==> src/rtl/crc_pkg.sv <==
// Shared types, presets and combinational helpers for the parallel CRC engine.
package crc_pkg;

  localparam int MAX_CRC_W  = 32;
  localparam int MAX_DATA_W = 64;

  typedef enum logic {GEN = 1'b0, CHECK = 1'b1} mode_e;
  typedef enum logic {ST_IDLE = 1'b0, ST_ACCUM = 1'b1} state_e;

  typedef struct packed {
    logic [31:0] poly;
    logic [31:0] init;
    logic [31:0] xor_out;
    logic [5:0]  width;
    logic        reflect;
  } crc_preset_t;

  localparam crc_preset_t CRC16_CCITT_FALSE = '{poly: 32'h0000_1021, init: 32'h0000_FFFF,
                                                xor_out: 32'h0000_0000, width: 6'd16, reflect: 1'b0};
  localparam crc_preset_t CRC32_ETH         = '{poly: 32'h04C1_1DB7, init: 32'hFFFF_FFFF,
                                                xor_out: 32'hFFFF_FFFF, width: 6'd32, reflect: 1'b1};
  localparam crc_preset_t CRC5_USB          = '{poly: 32'h0000_0005, init: 32'h0000_001F,
                                                xor_out: 32'h0000_001F, width: 6'd5, reflect: 1'b1};

  // Mask of the low w bits (w in 1..32).
  function automatic logic [31:0] width_mask(input int w);
    logic [31:0] m;
    m = '0;
    for (int i = 0; i < MAX_CRC_W; i++) begin
      if (i < w) m[i] = 1'b1;
    end
    return m;
  endfunction

  // Reverse the low w bits of x; bits above w come back as zero.
  function automatic logic [63:0] bit_rev(input logic [63:0] x, input int w);
    logic [63:0] r;
    r = '0;
    for (int i = 0; i < MAX_DATA_W; i++) begin
      if (i < w) r[i] = x[w-1-i];
    end
    return r;
  endfunction

  // One whole beat through a crc_w-bit LFSR, data MSB (bit data_w-1) first.
  function automatic logic [31:0] crc_step(input logic [31:0] crc, input logic [63:0] data,
                                           input logic [31:0] poly, input int crc_w,
                                           input int data_w);
    logic [31:0] c;
    logic [31:0] mask;
    logic        fb;
    mask = width_mask(crc_w);
    c    = crc & mask;
    for (int i = 0; i < MAX_DATA_W; i++) begin
      if (i < data_w) begin
        fb = c[crc_w-1] ^ data[data_w-1-i];
        c  = {c[30:0], 1'b0};
        if (fb) c = c ^ poly;
        c  = c & mask;
      end
    end
    return c;
  endfunction

endpackage

==> src/rtl/crc_out_reg.sv <==
// One-entry valid/ready holding stage for the per-packet CRC result.
module crc_out_reg
  import crc_pkg::*;
#(
  parameter int W = 16
) (
  input  logic         clk,
  input  logic         rst,
  input  logic         load,
  input  logic [W-1:0] load_crc,
  input  logic         load_err,
  input  logic         pop,
  output logic         out_valid,
  output logic [W-1:0] out_crc,
  output logic         out_err
);

  logic         valid_q, valid_d;
  logic [W-1:0] crc_q, crc_d;
  logic         err_q, err_d;

  // A load always wins (covers pop+load in the same cycle); a bare pop empties the slot.
  always_comb begin
    valid_d = valid_q;
    crc_d   = crc_q;
    err_d   = err_q;
    if (load) begin
      valid_d = 1'b1;
      crc_d   = load_crc;
      err_d   = load_err;
    end else if (pop) begin
      valid_d = 1'b0;
    end
  end

  // Holding register state.
  always_ff @(posedge clk or posedge rst) begin
    if (rst) begin
      valid_q <= 1'b0;
      crc_q   <= '0;
      err_q   <= 1'b0;
    end else begin
      valid_q <= valid_d;
      crc_q   <= crc_d;
      err_q   <= err_d;
    end
  end

  assign out_valid = valid_q;
  assign out_crc   = crc_q;
  assign out_err   = err_q;

endmodule

==> src/rtl/crc_stream_par.sv <==
// Streaming parallel CRC: one DATA_W-bit beat per cycle, per-packet result with optional check.
module crc_stream_par
  import crc_pkg::*;
#(
  parameter int          DATA_W      = 8,
  parameter int          CRC_W       = 16,
  parameter logic [31:0] POLY        = 32'h0000_1021,
  parameter logic [31:0] INIT        = 32'h0000_FFFF,
  parameter logic [31:0] XOR_OUT     = 32'h0000_0000,
  parameter bit          REFLECT_IN  = 1'b0,
  parameter bit          REFLECT_OUT = 1'b0
) (
  input  logic              clk,
  input  logic              rst,
  input  logic              mode_check,
  input  logic [CRC_W-1:0]  exp_crc,
  input  logic              in_valid,
  output logic              in_ready,
  input  logic [DATA_W-1:0] in_data,
  input  logic              in_last,
  output logic              out_valid,
  input  logic              out_ready,
  output logic [CRC_W-1:0]  out_crc,
  output logic              out_err
);

  localparam logic [CRC_W-1:0] POLY_T = POLY[CRC_W-1:0];
  localparam logic [CRC_W-1:0] INIT_T = INIT[CRC_W-1:0];
  localparam logic [CRC_W-1:0] XOR_T  = XOR_OUT[CRC_W-1:0];

  state_e           state_q, state_d;
  logic [CRC_W-1:0] crc_q, crc_d;
  logic [63:0]      beat;
  logic [CRC_W-1:0] crc_src;
  logic [CRC_W-1:0] next_crc;
  logic [CRC_W-1:0] final_crc;
  logic             final_err;
  logic             accept;
  logic             load;
  mode_e            mode;

  // The only stall is a held, unconsumed result; nothing is accepted during reset.
  assign in_ready = !rst && (!out_valid || out_ready);
  assign accept   = in_valid && in_ready;
  assign mode     = mode_e'(mode_check);

  // Beat datapath: a fresh packet starts from INIT without waiting for crc_q to be reloaded.
  always_comb begin
    beat      = REFLECT_IN ? bit_rev(64'(in_data), DATA_W) : 64'(in_data);
    crc_src   = (state_q == ST_IDLE) ? INIT_T : crc_q;
    next_crc  = CRC_W'(crc_step(32'(crc_src), beat, 32'(POLY_T), CRC_W, DATA_W));
    final_crc = (REFLECT_OUT ? CRC_W'(bit_rev(64'(next_crc), CRC_W)) : next_crc) ^ XOR_T;
    final_err = (mode == CHECK) && (final_crc != exp_crc);
  end

  // Packet FSM: accumulate on non-last beats, hand off and rearm on the last beat.
  always_comb begin
    state_d = state_q;
    crc_d   = crc_q;
    load    = 1'b0;
    if (accept) begin
      if (in_last) begin
        load    = 1'b1;
        state_d = ST_IDLE;
        crc_d   = INIT_T;
      end else begin
        state_d = ST_ACCUM;
        crc_d   = next_crc;
      end
    end
  end

  // Running CRC and packet state.
  always_ff @(posedge clk or posedge rst) begin
    if (rst) begin
      state_q <= ST_IDLE;
      crc_q   <= INIT_T;
    end else begin
      state_q <= state_d;
      crc_q   <= crc_d;
    end
  end

  crc_out_reg #(.W(CRC_W)) u_out_reg (
    .clk       (clk),
    .rst       (rst),
    .load      (load),
    .load_crc  (final_crc),
    .load_err  (final_err),
    .pop       (out_ready),
    .out_valid (out_valid),
    .out_crc   (out_crc),
    .out_err   (out_err)
  );

endmodule

==> config.mk <==
export PLATFORM = sky130hd
export DESIGN_NAME = crc_stream_par
export DESIGN_NICKNAME = d
export VERILOG_FILES = /design/src/rtl/crc_pkg.sv /design/src/rtl/crc_out_reg.sv /design/src/rtl/crc_stream_par.sv
export SDC_FILE = /design/constraint.sdc
export NUM_CORES = 1
export LEC_CHECK = 0
export BUFFER_PORTS_ARGS = -buffer_cell sky130_fd_sc_hd__buf_4
export CORE_MARGIN = 10
export CORE_UTILIZATION = 58
export DETAILED_ROUTE_END_ITERATION = 10
export GPL_TIMING_DRIVEN = 0
export PLACE_DENSITY_LB_ADDON = 0.08
export SLEW_MARGIN = 15
export SYNTH_ARGS = -nofsm -noshare
export SYNTH_HDL_FRONTEND = slang
export SYNTH_SLANG_ARGS = --single-unit
==> constraint.sdc <==
create_clock -name clk -period 4.03 [get_ports clk]
set_clock_uncertainty 0.15 [all_clocks]
set_input_delay 0.403 -clock clk [delete_from_list [all_inputs] [get_ports clk]]
set_output_delay 0.403 -clock clk [all_outputs]
set_load 0.02 [all_outputs]
==> impl_results.md, run 1 <==
* Leak Pwr at 1.28 nW
* Peak Freq at approximately 420 MHz
* Worst Path Required at around 4100 ps
* Most common cell after layout, fill and taps aside: buf_4
* Synth Cell Area at 0.00220 mm^2
* GRT Total Usage at 0.170
* Worst hold path type: primary input to async pin
* Initial drt markers at 82
* Cts hold-fix bufs at 0
* Pin count of the biggest net entering global routing at 39
* EDFF count, synth at 0
* Sequential area share after synthesis at 0.407
* Synthesis-stage register bit count at 35
* Most frequent cells in the layout: buf_4 (46), nand2_1 (25), nor2_1 (21)
* Area added between synthesis and finish at 24.4%
* M1 GR Usage at 0.192
* Cts bufs inserted at 5
* Synth unique cells at 45
* Power Density at between 600 and 700 mW/mm^2
* Clk sinks at 35
* H-tree levels at 2
* Number of global-route vias before repair at 1828
* Share of cells above drive strength 1 at 0.335
* Finished Cell Area at about 0.0027 mm^2
* First-pass GRT wire length at 8580 um
* Final Hold Viols at 0
* Port Buffers at 46
* Busiest grt layer: met2
* Layout Nets at a little under 300
* Worst-path fanout max at 38
* # DRC at 0
* Synthesized instance count at around 210
* Tcrit/Tclk final at 0.594
* Core Region at around 0.0037 mm^2
* Least-Margin Pin Slew at roughly 760 ps
* Dpl cell area at between 0.002 and 0.003 mm^2
* Initial Util at 0.602
* Routed via count at approximately 1700
* Wire per inst at about 17 um
* Syn Nets at around 240
* Startpoint Class: primary input
* Async set-reset flop share out of synthesis at 1.00
* Die W at roughly 80 um
* # IOs at between 40 and 50
* Post-CTS Resized at 0
* Max-Cap Viols at 0
* Slew margin rel. at 0.491
* CP endpoint kind: flop
* Gpl congestion at a little over 0.8
* DP HPWL at 4150 um
* Bufs on Longest Clock Path at 2
* Die ar. at around 0.0067 mm^2
* # Post-CTS Setup Buffers at 0
* Grt total ovfl at 0
* Worst vdd ir at about 360 uV
* Skew-Pair Late Insertion Delay at 290 ps
* Sum Neg Setup Slack at 0 ps
* Fin crit period at between 2000 and 2500 ps
* Final setup vio count at 0
* R2r startpoint: crc_q[14]
* Crit Path Category: primary input to flop
* Mean post-synth cell area at 10.4 um^2
* Die H at between 80 and 90 um
* Global Route met3 Usage at 0.0622
* Detail Route Antenna Nets at 0
* Slew Limit Fails at 0
* Critical path data arrival time at 2470 ps
* Worst Setup SP: rst
* Initial antenna violation count at 0
* Clk root buf: clkbuf_8
* Status: completed
* Clock transition at path regs at 70 ps
* Met2 Usage GRT at 0.295
* Final wirelength at roughly 5400 um
* Ys Warns at 0
* Vias per cell at between 5 and 6
* CTS tree: done
* Post-synth top flop: dfrtp_1
* Antenna diode count at 0
* Unrepaired setup endpoints after global routing: false
* DR pass1 iterations at 4
* Cell row count at 22
==> per-layer routing <==
| metal | up-vias | routed length, um |
|---|---|---|
| met5 | - | 0 |
| met4 | 0 | 71 |
| li1 | 808 | - |
| met2 | 55 | 2710 |
| met3 | 8 | 367 |
| met1 | 794 | 2240 |
==> worst max-delay path, stage by stage <==
cell	delay, ps
buf_4	110
inv_2	550
and3_1	280
clkbuf_1	410
buf_1	480
nor2_1	80
a21oi_1	150
==> logic make-up after synthesis <==
| group | Yosys count | synth area share |
|---|---|---|
| simple gates | 67 | 0.148 |
| xor+xnor | 52 | 0.290 |
| compound gates | 42 | 0.112 |
| flops | 35 | 0.407 |
| buf+inv | 13 | 0.0278 |
| mux | 3 | 0.0148 |
==> through the flow <==
| stage | hold slack (ps) | worst slack [ps] | util | std cells | power (W) |
|---|---|---|---|---|---|
| 2_1_floorplan | 332 | 1620 | - | 212 | 0.00126 |
| 3_3_place_gp | 313 | 786 | 0.713 | 306 | 0.00152 |
| 3_5_place_dp | 322 | 1270 | 0.713 | 306 | 0.00155 |
| 4_1_cts | 119 | 1600 | 0.749 | 314 | 0.00193 |
| 5_1_grt | 154 | 1370 | 0.749 | 314 | 0.00203 |
| 6_report | 101 | 1640 | 0.749 | 314 | 0.00191 |
==> final timing paths <==
kind                       slack, ps                    to  cells past startpoint
hold reg to reg                  330  u_out_reg.out_crc[2]                      2
setup / recovery                1640              crc_q[5]                      7
max in group asynchronous       3140  u_out_reg.out_crc[6]                      2
setup reg to reg                1820     u_out_reg.out_err                      7
hold / removal                   100   u_out_reg.out_valid                      2
min in group clk                 230              crc_q[4]                      2
==> layout make-up <==
type	count	area, um^2
sequential	35	896
multi-input combinational	164	1250
buffer	11	53.8
tap	48	60.1
inverter	2	7.51
clock buffer	6	72.6
clock inverter	2	60.1
fill	281	920
timing repair buffer	46	345
==> where the power goes <==
group          internal, W  total (W)  switching (W)  leakage [nW]
sequential        0.000518   0.000609      0.0000908         0.403
clock             0.000247   0.000373       0.000125        0.0654
combinational     0.000450   0.000928       0.000478         0.810
total              0.00122    0.00191       0.000694          1.28
==> Yosys cell counts, types with 3 or more instances <==
library cell   n  share of area
and3_1         4          0.011
xnor3_1        5          0.051
a21oi_1       17          0.039
xor2_1        17          0.068
xor3_1         4          0.043
dfstp_2       16           0.19
nor2_1        21          0.036
nand2_1       25          0.043
clkbuf_1       5         0.0085
buf_2          4         0.0091
dfrtp_1       19           0.22
xor2_2         3          0.022
o21ai_0       14          0.032
xnor2_1       20          0.080
nor2b_1        3         0.0085
==> flip-flops by register name, summed over array words and instances, names as in the netlist <==
name,cells
u_out_reg.out_crc,16
crc_q,16
state_q,1
u_out_reg.out_valid,1
u_out_reg.out_err,1
Note: power is estimated with default switching activity, not from simulation.
==> inputs of run 2 (changes only) <==
--- a/config.mk
+++ b/config.mk
@@ -7,7 +7,7 @@
 export LEC_CHECK = 0
 export BUFFER_PORTS_ARGS = -buffer_cell sky130_fd_sc_hd__buf_4
 export CORE_MARGIN = 10
-export CORE_UTILIZATION = 58
+export CORE_UTILIZATION = 54
 export DETAILED_ROUTE_END_ITERATION = 10
 export GPL_TIMING_DRIVEN = 0
 export PLACE_DENSITY_LB_ADDON = 0.08
==> constraint.sdc (replaced) <==
create_clock -name clk -period 2.35 [get_ports clk]
set_clock_uncertainty 0.15 [all_clocks]
set_input_delay 0.235 -clock clk [delete_from_list [all_inputs] [get_ports clk]]
set_output_delay 0.235 -clock clk [all_outputs]
set_load 0.02 [all_outputs]
==> impl_results.md, run 2 (synthesis gave the netlist of run 1 again) <==
* Initial Util at 0.555 (-0.0470)
* Power Density at 1130 mW/mm^2 (+62%)
* Clk sinks at 35 (unchanged)
* Gate power share at 0.512 (+0.026)
* Startpoint Class: flop
* Switching Share at 0.378 (+0.0143)
* GRT Total Usage at 0.156 (-0.0148)
* # IOs at 49 (unchanged)
* Peak Freq at 456 MHz
* Delay-heaviest family, CP: XOR/XNOR gates
* Initial drt markers at 151 (+84%)
* Detail Route Antenna Nets at 0 (unchanged)
* First-pass GRT wire length at 8980 um (+4.6%)
* Cts bufs inserted at 5 (unchanged)
* CTS tree: done
* Internal power at 0.00193 W (+59%)
* Crit path buffers/inverters at 1 (-3)
* Port Buffers at 46 (unchanged)
* CP max stage delay at 510 ps (-40 ps)
* Worst-path fanout max at 6 (-84%)
* Area added between synthesis and finish at 25.3%
* Crit path cell chain: buf_2, xor2_1, nand2_1, xnor3_1, xor2_2, and3_1, a21oi_2
* Unrepaired setup endpoints after global routing: false
* Placed insts at 309 (+0.98%)
* Fin crit period at ~2200 ps
* Number of global-route vias before repair at 1807 (-1.1%)
* H-tree levels at 2 (unchanged)
* Critical path data arrival time at 2260 ps (-210 ps)
* Worst hold path type: primary input to flop
* Bufs on Longest Clock Path at 2 (unchanged)
* # DRC at 0 (unchanged)
* Layout Nets at 299 (+1.4%)
* Final Hold Viols at 0 (unchanged)
* Die ar. at 0.00704 mm^2 (+5.6%)
* Initial antenna violation count at 0 (unchanged)
* Slew Limit Fails at 0 (unchanged)
* Wire per inst at 16.9 um (-1.7%)
* Cell row count at 23 (+4.5%)
* Most frequent cells in the layout: buf_4 (46), nand2_1 (25), nor2_1 (21)
* Routed via count at 1684 (+1.1%)
* Sum Neg Setup Slack at 0 ps (unchanged)
* # Post-CTS Setup Buffers at 0 (unchanged)
* Skew-Pair Late Insertion Delay at 280 ps (about the same)
* DR pass1 iterations at 4 (unchanged)
* Tcrit/Tclk final at 0.933
* CP endpoint kind: flop
* Gpl congestion at 0.863 (+3.8%)
* WL met1 at 2390 um (+6.6%)
* Die W at 83.9 um (+2.7%)
* Pin count of the biggest net entering global routing at 18 (-54%)
* Clock network power share at 0.153 (-0.042)
* Metal3 WL at 344 um (-6.3%)
* Vias per cell at 5.26 (-0.76%)
* Sequential share of power at 0.335 (+0.016)
* Slew margin rel. at 0.410 (-0.0810)
* Leak Pwr at 1.29 nW (+0.63%)
* Least-Margin Pin Slew at 881 ps (+120 ps)
* Die H at 83.9 um (+2.7%)
* Post-CTS Resized at 0 (unchanged)
* Status: completed
* Antenna diode count at 0 (unchanged)
* Final wirelength at 5400 um (+0.19%)
* Crit Path Category: flop to flop
* Grt total ovfl at 0 (unchanged)
* Worst Path Required at 2420 ps (-1680 ps)
* Clk root buf: clkbuf_8
* Most common cell after layout, fill and taps aside: buf_4
* Final setup vio count at 0 (unchanged)
* Worst vdd ir at 521 uV (+45%)
* Clock transition at path regs at 70 ps (about the same)
* Finished Layout Cells at 320 (+1.9%)
* Met2 WL post-DR at 2620 um (-3.3%)
* CP max-delay cell: dfstp_2
* Net Sw Power at 0.00117 W (+69%)
* Core Region at 0.00397 mm^2 (+8.5%)
* Max-Cap Viols at 0 (unchanged)
* Share of cells above drive strength 1 at 0.333 (-0.00125)
* Max layer used: met4
* DP HPWL at 3990 um (-3.8%)
run 2: repair_timing:
| action | in CTS | in global routing |
|---|---|---|
| endpoints found under the setup margin | 0 | 0 |
| hold buffers | 3 | 0 |
| endpoints found under the hold margin | 19 | 0 |
run 2: metal layers:
| layer | vias up | global-route usage |
|---|---|---|
| met5 | - | 0 |
| met4 | 0 | 0.0320 |
| met3 | 6 | 0.0479 |
| met2 | 50 | 0.256 |
| met1 | 807 | 0.195 |
| li1 | 821 | - |
run 2: final timing paths:
path | start | to | slack, ps | depth (start not counted)
max in group asynchronous | rst | u_out_reg.out_crc[1] | 860 | 4
setup / recovery | crc_q[14] | u_out_reg.out_err | 160 | 7
hold / removal | in_last | crc_q[4] | 50 | 2
hold reg to reg | u_out_reg.out_crc[1] | u_out_reg.out_crc[1] | 330 | 2
setup reg to reg | crc_q[14] | u_out_reg.out_err | 160 | 7
min in group asynchronous | rst | u_out_reg.out_crc[4] | 220 | 3
run 2: power by group through the flow:
stage | logic [W] | clock network, W | registers [W]
after floorplan | 0.000978 | 0 | 0.00119
after global placement | 0.00156 | 0 | 0.00104
after detailed placement | 0.00159 | 0 | 0.00105
after CTS | 0.00160 | 0.000488 | 0.00104
after global routing | 0.00173 | 0.000519 | 0.00108
final | 0.00159 | 0.000476 | 0.00104
run 2: metrics by stage:
step	setup WS (ps)	hold slack [ps]	utilization	instance area, um^2	power (W)
after floorplan	107	213	-	2200	0.00217
after global placement	-754	312	0.658	2610	0.00261
after detailed placement	113	-39.6	0.663	2630	0.00264
after CTS	156	43.0	0.695	2760	0.00313
after global routing	26.2	43.6	0.695	2760	0.00333
final	157	46.6	0.695	2760	0.00311
run 2: final cells by class:
| type | count | area (um^2) |
|---|---|---|
| Timing Repair Buffer | 50 | 395 |
| Sequential cell | 35 | 896 |
| Tap cell | 50 | 62.6 |
| Inverter | 2 | 7.51 |
| Clock buffer | 8 | 100 |
| Multi-Input combinational cell | 164 | 1250 |
| Buffer | 11 | 53.8 |
| Fill cell | 336 | 1210 |
